<file path="config.mk">
export PLATFORM = sky130hd
export DESIGN_NAME = led_panel_scan_ctrl
export DESIGN_NICKNAME = d
export VERILOG_FILES = /design/src/rtl/led_panel_pkg.sv /design/src/rtl/led_dev_counter.sv /design/src/rtl/led_panel_scan_ctrl.sv
export SDC_FILE = /design/constraint.sdc
export NUM_CORES = 1
export LEC_CHECK = 0
export CAP_MARGIN = 20
export CORE_ASPECT_RATIO = 1.1
export CORE_UTILIZATION = 30
export CTS_CLUSTER_SIZE = 20
export DETAILED_ROUTE_END_ITERATION = 10
export HOLD_SLACK_MARGIN = 0.05
export REMOVE_ABC_BUFFERS = 1
export SLEW_MARGIN = 25
export SYNTH_ARGS = -nofsm -noshare
export SYNTH_HDL_FRONTEND = slang
export SYNTH_SLANG_ARGS = --single-unit
</file>
<file path="constraint.sdc">
create_clock -name clk -period 2.12 [get_ports clk]
set_input_delay 0.318 -clock clk [delete_from_list [all_inputs] [get_ports clk]]
set_output_delay 0.318 -clock clk [all_outputs]
set_load 0.1 [all_outputs]
</file>
<file path="src/rtl/led_panel_pkg.sv">
// Shared types and constants for the LED panel scan controller.
package led_panel_pkg;

    // Device index width; covers chains of up to 32 drivers.
    localparam int DEV_IDX_W = 5;

    // Serial word length of one LED driver device.
    localparam int DEFAULT_BITS_PER_DEVICE = 16;

    // Frame refresh sequencing states.
    typedef enum logic [2:0] {
        ST_IDLE      = 3'd0,
        ST_WAIT_DATA = 3'd1,
        ST_SHIFT     = 3'd2,
        ST_LATCH     = 3'd3,
        ST_DONE      = 3'd4
    } state_t;

endpackage

</file>
<file path="src/rtl/led_dev_counter.sv">
// Device index counter: clock-enabled, wraps to 0 after NUMBER_OF_DEVICES-1.
module led_dev_counter
    import led_panel_pkg::*;
#(
    parameter int NUMBER_OF_DEVICES = 4
)
(
    input  logic                 i_clk,
    input  logic                 i_rst_n,
    input  logic                 i_en,
    output logic [DEV_IDX_W-1:0] o_count,
    output logic                 o_last
);

    localparam logic [DEV_IDX_W-1:0] LAST_IDX = DEV_IDX_W'(NUMBER_OF_DEVICES - 1);

    logic [DEV_IDX_W-1:0] r_count;

    // Advance once per enable, wrapping at the last device of the chain.
    always_ff @(posedge i_clk or negedge i_rst_n) begin
        if (!i_rst_n)
            r_count <= '0;
        else if (i_en)
            r_count <= (r_count == LAST_IDX) ? '0 : r_count + DEV_IDX_W'(1);
    end

    assign o_count = r_count;
    assign o_last  = (r_count == LAST_IDX);

endmodule

</file>
<file path="src/rtl/led_panel_scan_ctrl.sv">
// LED panel scan controller: pulls one word per daisy-chained driver device,
// shifts it out MSB first on sdi/sclk, pulses le after each device and
// reports frame_done once the whole chain has been loaded.
// Build option: LED_BLANK_ON_LATCH_EN forces oe_n high during every latch cycle.
module led_panel_scan_ctrl
    import led_panel_pkg::*;
#(
    parameter int NUMBER_OF_DEVICES = 4,
    parameter int BITS_PER_DEVICE   = DEFAULT_BITS_PER_DEVICE
)
(
    input  logic                       clk,
    input  logic                       rst,
    input  logic                       start,
    input  logic                       data_valid,
    input  logic [BITS_PER_DEVICE-1:0] data,
    output logic                       data_ready,
    output logic                       sdi,
    output logic                       sclk,
    output logic                       le,
    output logic                       oe_n,
    output logic [DEV_IDX_W-1:0]       dev_idx,
    output logic                       busy,
    output logic                       frame_done
);

    localparam int BC_W = (BITS_PER_DEVICE > 1) ? $clog2(BITS_PER_DEVICE) : 1;

    state_t                     r_state;
    logic [BITS_PER_DEVICE-1:0] r_shreg;
    logic [BC_W-1:0]            r_bit_cnt;
    logic                       r_phase;     // 0: sclk low phase, 1: sclk high phase
    logic                       r_sdi;
    logic                       r_sclk;
    logic                       r_le;
    logic                       r_data_ready;
    logic                       r_busy;
    logic                       r_frame_done;
    logic                       r_oe_n;
    logic                       r_lit;       // a full frame has been latched since reset

    logic [BITS_PER_DEVICE-1:0] w_shreg_next;
    logic                       w_last_bit;
    logic                       w_last_dev;
    logic                       w_cnt_en;

    assign w_shreg_next = r_shreg << 1;
    assign w_last_bit   = (r_bit_cnt == BC_W'(BITS_PER_DEVICE - 1));
    assign w_cnt_en     = (r_state == ST_LATCH);

    led_dev_counter #(
        .NUMBER_OF_DEVICES (NUMBER_OF_DEVICES)
    ) u_dev_counter (
        .i_clk   (clk),
        .i_rst_n (rst),
        .i_en    (w_cnt_en),
        .o_count (dev_idx),
        .o_last  (w_last_dev)
    );

    // Frame sequencer; every output is registered alongside the state it belongs to.
    always_ff @(posedge clk or negedge rst) begin
        if (!rst) begin
            r_state      <= ST_IDLE;
            r_shreg      <= '0;
            r_bit_cnt    <= '0;
            r_phase      <= 1'b0;
            r_sdi        <= 1'b0;
            r_sclk       <= 1'b0;
            r_le         <= 1'b0;
            r_data_ready <= 1'b0;
            r_busy       <= 1'b0;
            r_frame_done <= 1'b0;
            r_oe_n       <= 1'b1;
            r_lit        <= 1'b0;
        end else begin
            r_le         <= 1'b0;
            r_frame_done <= 1'b0;
            case (r_state)
                ST_IDLE: begin
                    if (start) begin
                        r_state      <= ST_WAIT_DATA;
                        r_data_ready <= 1'b1;
                        r_busy       <= 1'b1;
                    end
                end
                ST_WAIT_DATA: begin
                    if (data_valid && r_data_ready) begin
                        r_state      <= ST_SHIFT;
                        r_shreg      <= data;
                        r_bit_cnt    <= '0;
                        r_phase      <= 1'b0;
                        r_data_ready <= 1'b0;
                        r_sdi        <= data[BITS_PER_DEVICE-1];
                        r_sclk       <= 1'b0;
                    end
                end
                ST_SHIFT: begin
                    if (!r_phase) begin
                        r_phase <= 1'b1;
                        r_sclk  <= 1'b1;
                    end else begin
                        r_phase <= 1'b0;
                        r_sclk  <= 1'b0;
                        r_shreg <= w_shreg_next;
                        if (w_last_bit) begin
                            r_state <= ST_LATCH;
                            r_sdi   <= 1'b0;
                            r_le    <= 1'b1;
`ifdef LED_BLANK_ON_LATCH_EN
                            r_oe_n  <= 1'b1;
`endif
                        end else begin
                            r_bit_cnt <= r_bit_cnt + BC_W'(1);
                            r_sdi     <= w_shreg_next[BITS_PER_DEVICE-1];
                        end
                    end
                end
                ST_LATCH: begin
                    // Leave any latch blanking; stays dark until the first frame completes.
                    r_oe_n <= ~r_lit;
                    if (w_last_dev) begin
                        r_state      <= ST_DONE;
                        r_frame_done <= 1'b1;
                    end else begin
                        r_state      <= ST_WAIT_DATA;
                        r_data_ready <= 1'b1;
                    end
                end
                ST_DONE: begin
                    r_state <= ST_IDLE;
                    r_busy  <= 1'b0;
                    r_lit   <= 1'b1;
                    r_oe_n  <= 1'b0;
                end
                default: begin
                    r_state      <= ST_IDLE;
                    r_sdi        <= 1'b0;
                    r_sclk       <= 1'b0;
                    r_data_ready <= 1'b0;
                    r_busy       <= 1'b0;
                end
            endcase
        end
    end

    assign sdi        = r_sdi;
    assign sclk       = r_sclk;
    assign le         = r_le;
    assign data_ready = r_data_ready;
    assign busy       = r_busy;
    assign frame_done = r_frame_done;
    assign oe_n       = r_oe_n;

endmodule

</file>
======== Word level (Yosys, flattened, before mapping) ========
Cells that the tools add are included.
cells by class
  shift operators ......................... 0
  equal/unequal tests ..................... 12
  reduce and logical (&&, ||, !) cells .... 15
  $mul .................................... 0
  mux-type cells .......................... 32
  divide/modulo/power cells ............... 0
  order comparisons ....................... 0
  add/sub/neg operators ................... 2
  bitwise operators ....................... 4
operators by type and width
  operator                                              count
  2-to-1 mux 15 bit                                     2
  one-hot mux 15 bit (2 select lines)                   1
  2-to-1 mux 3 bit                                      5
  2-to-1 mux 1 bit                                      12
  2-to-1 mux 4 bit                                      3
  != test 2 bit (second input constant)                 6
  one-hot mux 3 bit (4 select lines)                    1
  AND reduction 4 bit                                   3
  one-hot mux 4 bit (2 select lines)                    1
  equality test 3 x 2 -> 1 bit (second input constant)  2
  one-hot mux 1 bit (2 select lines)                    3
  one-hot mux 1 bit (3 select lines)                    2
  AND reduction 2 bit                                   3
  AND reduction 3 bit                                   2
  OR reduction 3 bit                                    2
  adder 5 x 1 -> 5 bit (second input constant)          1
  equality test 5 x 2 -> 1 bit (second input constant)  1
  2-to-1 mux 5 bit                                      1
  adder 4 x 1 -> 4 bit (second input constant)          1
  equality test 4 bit (second input constant)           1
  inverter 1 bit                                        4
  one-hot mux 1 bit (4 select lines)                    1
  nonzero test 2 bit                                    2
  equality test 3 x 1 -> 1 bit (second input constant)  1
  4 further kinds                                       4
word-level totals
  bits in writable memories ............... 0
  bits in latches ......................... 0
  word-level logic and storage cells ...... 78
  register bits ........................... 36
  ROM bits ................................ 0
  input port bits ......................... 20
  memories ................................ 0
  output and inout bits ................... 12

======== Depth between registers and ports, before layout ========
  word-level depth ........................ 4
  depth in mapped cells ................... 5
  depth with buffers taken out ............ 4

======== By module ========
A second synthesis with hierarchy kept.
unflattened totals
  cell total of the unflattened synthesis .. 158
  area, all modules ....................... 1869.3 um^2
modules (own cells, without submodules)
  module               times used  cells each  sequential area each (um^2)  area each (um^2)
  led_panel_scan_ctrl  1           138         777.0                        1624.1
  led_dev_counter      1           20          125.1                        245.2

======== Worst setup path before layout ========
Ideal clock, no wire load.
  path type ............................... reg-to-reg
  from .................................... reg u_dev_counter.r_count[0], in the netlist u_dev_counter.o_count[0]
  to ...................................... reg u_dev_counter.r_count[0], in the netlist u_dev_counter.o_count[0]
  period minus slack after synthesis ...... 2.224 ns
  cell stages (with the launch flop) ...... 5
  library setup time ...................... 0.166 ns
  arrival time ............................ 2.058 ns
  setup slack ............................. -0.104 ns
  buffers on the path ..................... 0
  data required time ...................... 1.954 ns
  cell sequence ........................... dfrtp_1 ha_1 or4b_2 nand2_1 o21ai_0
on the way
  cells in the longest elaborated chain, start to end .. 2
  elaborated cells on any way between the ends .. 3
  those cells by class .................... add/sub (1); eq/ne (1); mux (1)
RTL lines
  what                                                                         line                   source
  start, declared                                                              led_dev_counter.sv:17  logic [DEV_IDX_W-1:0] r_count;
  start signal, assigned                                                       led_dev_counter.sv:24  r_count <= (r_count == LAST_IDX) ? '0 : r_count + DEV_IDX_W'(1);
  adder 5 x 1 -> 5 bit / equality test 5 x 2 -> 1 bit (equally long branches)  led_dev_counter.sv:24
  2-to-1 mux 5 bit *                                                           led_dev_counter.sv:24
Every way passes the cells marked *; elsewhere a longest branch is shown, timed or not.
A chain may end at the register's enable or synchronous reset.

======== Worst setup path after layout ========
  from .................................... reg r_state[0]
  to ...................................... reg r_shreg[9]
on the way
  cells in the longest elaborated chain, start to end .. 3
  elaborated cells on any way between the ends .. 7
  those cells by class .................... eq/ne (4); mux (1); reduce/logical (2)
RTL lines
  what                                                                                 line                        source
  start, declared                                                                      led_panel_scan_ctrl.sv:29   state_t r_state;
  start signal, assigned                                                               led_panel_scan_ctrl.sv:64   r_state <= ST_IDLE;
  start signal, assigned                                                               led_panel_scan_ctrl.sv:82   r_state <= ST_WAIT_DATA;
  start signal, assigned                                                               led_panel_scan_ctrl.sv:89   r_state <= ST_SHIFT;
  equality test 3 x 1 -> 1 bit / equality test 3 x 2 -> 1 bit (equally long branches)  led_panel_scan_ctrl.sv:79   case (r_state)
  != test 2 bit (no line) / nonzero test 2 bit (equally long branches)                 --
  AND reduction 3 bit (no line)                                                        --
  end signal, assigned                                                                 led_panel_scan_ctrl.sv:90   r_shreg <= data;
  end signal, assigned                                                                 led_panel_scan_ctrl.sv:105  r_shreg <= w_shreg_next;
  end, declared                                                                        led_panel_scan_ctrl.sv:30   logic [BITS_PER_DEVICE-1:0] r_shreg;
Several ways; a longest one is shown, not always the timed one.

==> flow_metrics.tcl <==
set metrics [dict create \
    status "finished, final reports clean" \
    cts_sinks 36 \
    worst_hold_slack_ns 0.437 \
    final_nets 214 \
    initial_core_util_pct 31.9 \
    max_freq_mhz 583 \
    place.port_buffers 31 \
    rsz0062_at_grt "false" \
    row_count 29 \
    tightest_slew_ns 0.445 \
    vias 1328 \
    ctsHtreeMaxLevel 2 \
    drt_iter0_drc 66 \
    max_cap_viol_count 0 \
    grt_max_degree 37 \
    avgSynthCellArea_sq_um 12.3 \
    worstSetupPathType "flip-flop to flip-flop" \
    routedWlPerCell_um 13.3 \
    cts_root_buf "clkbuf_8" \
    synth-edff-count 0 \
    die-area_sq_um 6620 \
    track_usage_pct 12.0 \
    cts_buffer_depth 2 \
    synth_top_area_share_pct 46.4 \
    cts_hold_buffers 0 \
    areaGrowthSynthToFinish_pct 25.8 \
    synth_cells 154 \
    drt-total-wl_um 3590 \
    ioPinCount 32 \
    finalInstanceArea_sq_um 2380 \
    r2r-end "r_shreg[9]$_DFFE_PN0P_" \
    p_leak_nw 1.01 \
    drv_slew 0 \
    grt_pass1_wl_um 6200 \
    synth-seq-cells 36 \
    yosys_most_used_dff "dfrtp_1" \
    antenna_found_initial 0 \
    slew_headroom_pct 70.0 \
    r2r_slack_ns 0.40 \
    hp-class "input port to asynchronous set/reset pin" \
    period_needed_ns 1.72 \
    dp_hpwl_um 2530 \
    ctsResizeCount 0 \
    cts_buffers 5 \
    synth_area_leaders "dfrtp_1 46%, mux2_4 13%, mux2_2 7.2%, nand2_1 2.2%, a32o_1 1.6%" \
    finalSetupViolCount 0 \
    place_area_sq_um 2290 \
    grt_pass1_vias 1346 \
    crit_required_ns 2.29 \
    crit_fanout 12 \
    endpoint_kind "flip-flop" \
    cp.arrival_ns 1.89 \
    fin_crit_sh_pct 80.9 \
    clkSlewWorstSetupHoldPaths_ns 0.08 \
    yosysWarnings 0 \
    nFillCells 584 \
    num_antenna_cells 0 \
    p_per_area_nw_per_um2 1470 \
    gr-total-overflow 0 \
    finClkSkew_ns 0.00843 \
    dieWidth_um 77.6 \
    reg2reg_depth 4 \
    dr.pass1.iters 4 \
    start_kind "flip-flop" \
    netlist_area_sq_um 1890 \
    synthArstFlopShare_pct 100 \
    insertion_delay_ns 0.29 \
    viasPerCell 4.92 \
    dieHeight_um 85.2 \
    drive_gt1_share_pct 29.5 \
    place_congestion 0.678 \
    synth_area_leader_cell "dfrtp_1" \
    postCtsSetupBuffers 0 \
    hold_viol_final 0 \
    timing.rr.start "r_state[0]$_DFFE_PN0P_" \
    ant_nets 0 \
    cts_tree "yes" \
    seq_area_frac_synth_pct 47.8 \
    yosysUniqueCellTypes 43 \
    drc_errors 0 \
    core_sq_um 5910 \
    vdd_drop_max_mv 0.761 \
]
[critical path, cell delays in order, from the launching register on]
cell,delay [ns]
dfrtp_1,0.51
nor3b_4,0.30
buf_12,0.19
mux2_2,0.33
mux2_2,0.26
[registers in the layout, summed over array words and instances, names as in the netlist, 3 cells and up]
signal and count:
r_state 3, r_bit_cnt 4, r_shreg 15, u_dev_counter.o_count 5
[power by group]
group	switching [mW]	internal (mW)	total (mW)
combinational	1.03	0.757	1.79
sequential	0.228	0.967	1.20
clock	0.247	0.265	0.512
[cell usage after synthesis (2+ instances only)]
library cell,n
dfrtp_1,35
mux2_4,16
mux2_2,12
nand2_1,11
nor2_1,7
o21ai_0,6
nand3_1,5
inv_1,4
a21oi_1,3
a32o_1,3
buf_2,3
nand2b_1,3
nand4_1,3
nor2b_1,3
nor3_1,3
a21o_1,2
a221oi_1,2
and3b_1,2
buf_6,2
ha_1,2
mux2i_1,2
nand3b_1,2
o221ai_1,2
xnor2_1,2
[per-layer routing]
metal | vias to the layer above | share of wire [%] | GRT usage [%]
met1 | 642 | 50 | 15.8
met4 | 0 | 1.2 | 4.63
met5 | - | 0 | 0
met2 | 36 | 43 | 18.7
met3 | 4 | 5.3 | 3.44
li1 | 646 | - | -
[placed cells by master (no fill, tap or decap), types with 4 or more instances in the layout]
| master | n |
|---|---|
| dfrtp_1 | 35 |
| clkdlybuf4s50_1 | 19 |
| buf_4 | 17 |
| mux2_4 | 16 |
| mux2_2 | 12 |
| nand2_1 | 11 |
| nor2_1 | 7 |
| o21ai_0 | 6 |
| clkbuf_8 | 6 |
| nand3_1 | 5 |
| inv_1 | 4 |
[final cells by class]
type / count / area [sq um] / area share (%)
Clock buffer: 8 / 90.1 / 3.79
Inverter: 4 / 15.0 / 0.632
Multi-Input combinational cell: 107 / 915 / 38.5
Sequential cell: 36 / 902 / 38.0
Tap cell: 77 / 96.3 / 4.05
Timing Repair Buffer: 38 / 358 / 15.1
[how the worst max path moves through the flow]
stage,startpoint,end,slack (ns),cells past startpoint
after floorplan,u_dev_counter.o_count[0]$_DFFE_PN0P_,u_dev_counter.o_count[0]$_DFFE_PN0P_,-0.10,4
after global placement,data_valid,r_shreg[10]$_DFFE_PN0P_,0.31,5
after detailed placement,data_valid,r_shreg[9]$_DFFE_PN0P_,0.29,5
after CTS,r_state[0]$_DFFE_PN0P_,r_shreg[9]$_DFFE_PN0P_,0.40,4
after global routing,r_state[0]$_DFFE_PN0P_,r_shreg[8]$_DFFE_PN0P_,0.33,4
final,r_state[0]$_DFFE_PN0P_,r_shreg[9]$_DFFE_PN0P_,0.40,4
[per-stage QoR]
stage	setup WS (ns)	instances	total power [mW]	util, %	setup TNS, ns
finish	0.404	270	3.49	40.2	0
global route	0.333	270	3.71	40.2	0
CTS	0.400	270	3.53	40.2	0
detailed placement	0.285	262	3.01	38.7	0
global placement	0.305	262	2.99	38.7	0
floorplan	-0.104	147	2.55	-	-0.981
[cells by family (layout without fill, tap and decap cells)]
family	Yosys count	after routing	share of synthesized area [%]
simple gates	47	47	14.8
flops	36	36	47.8
mux	31	31	21.5
xor+xnor	2	2	0.928
compound gates	25	25	9.87
buf+inv	11	50	3.78
fa+ha+maj	2	2	1.33
No activity file was read; power rests on OpenSTA's default activity.
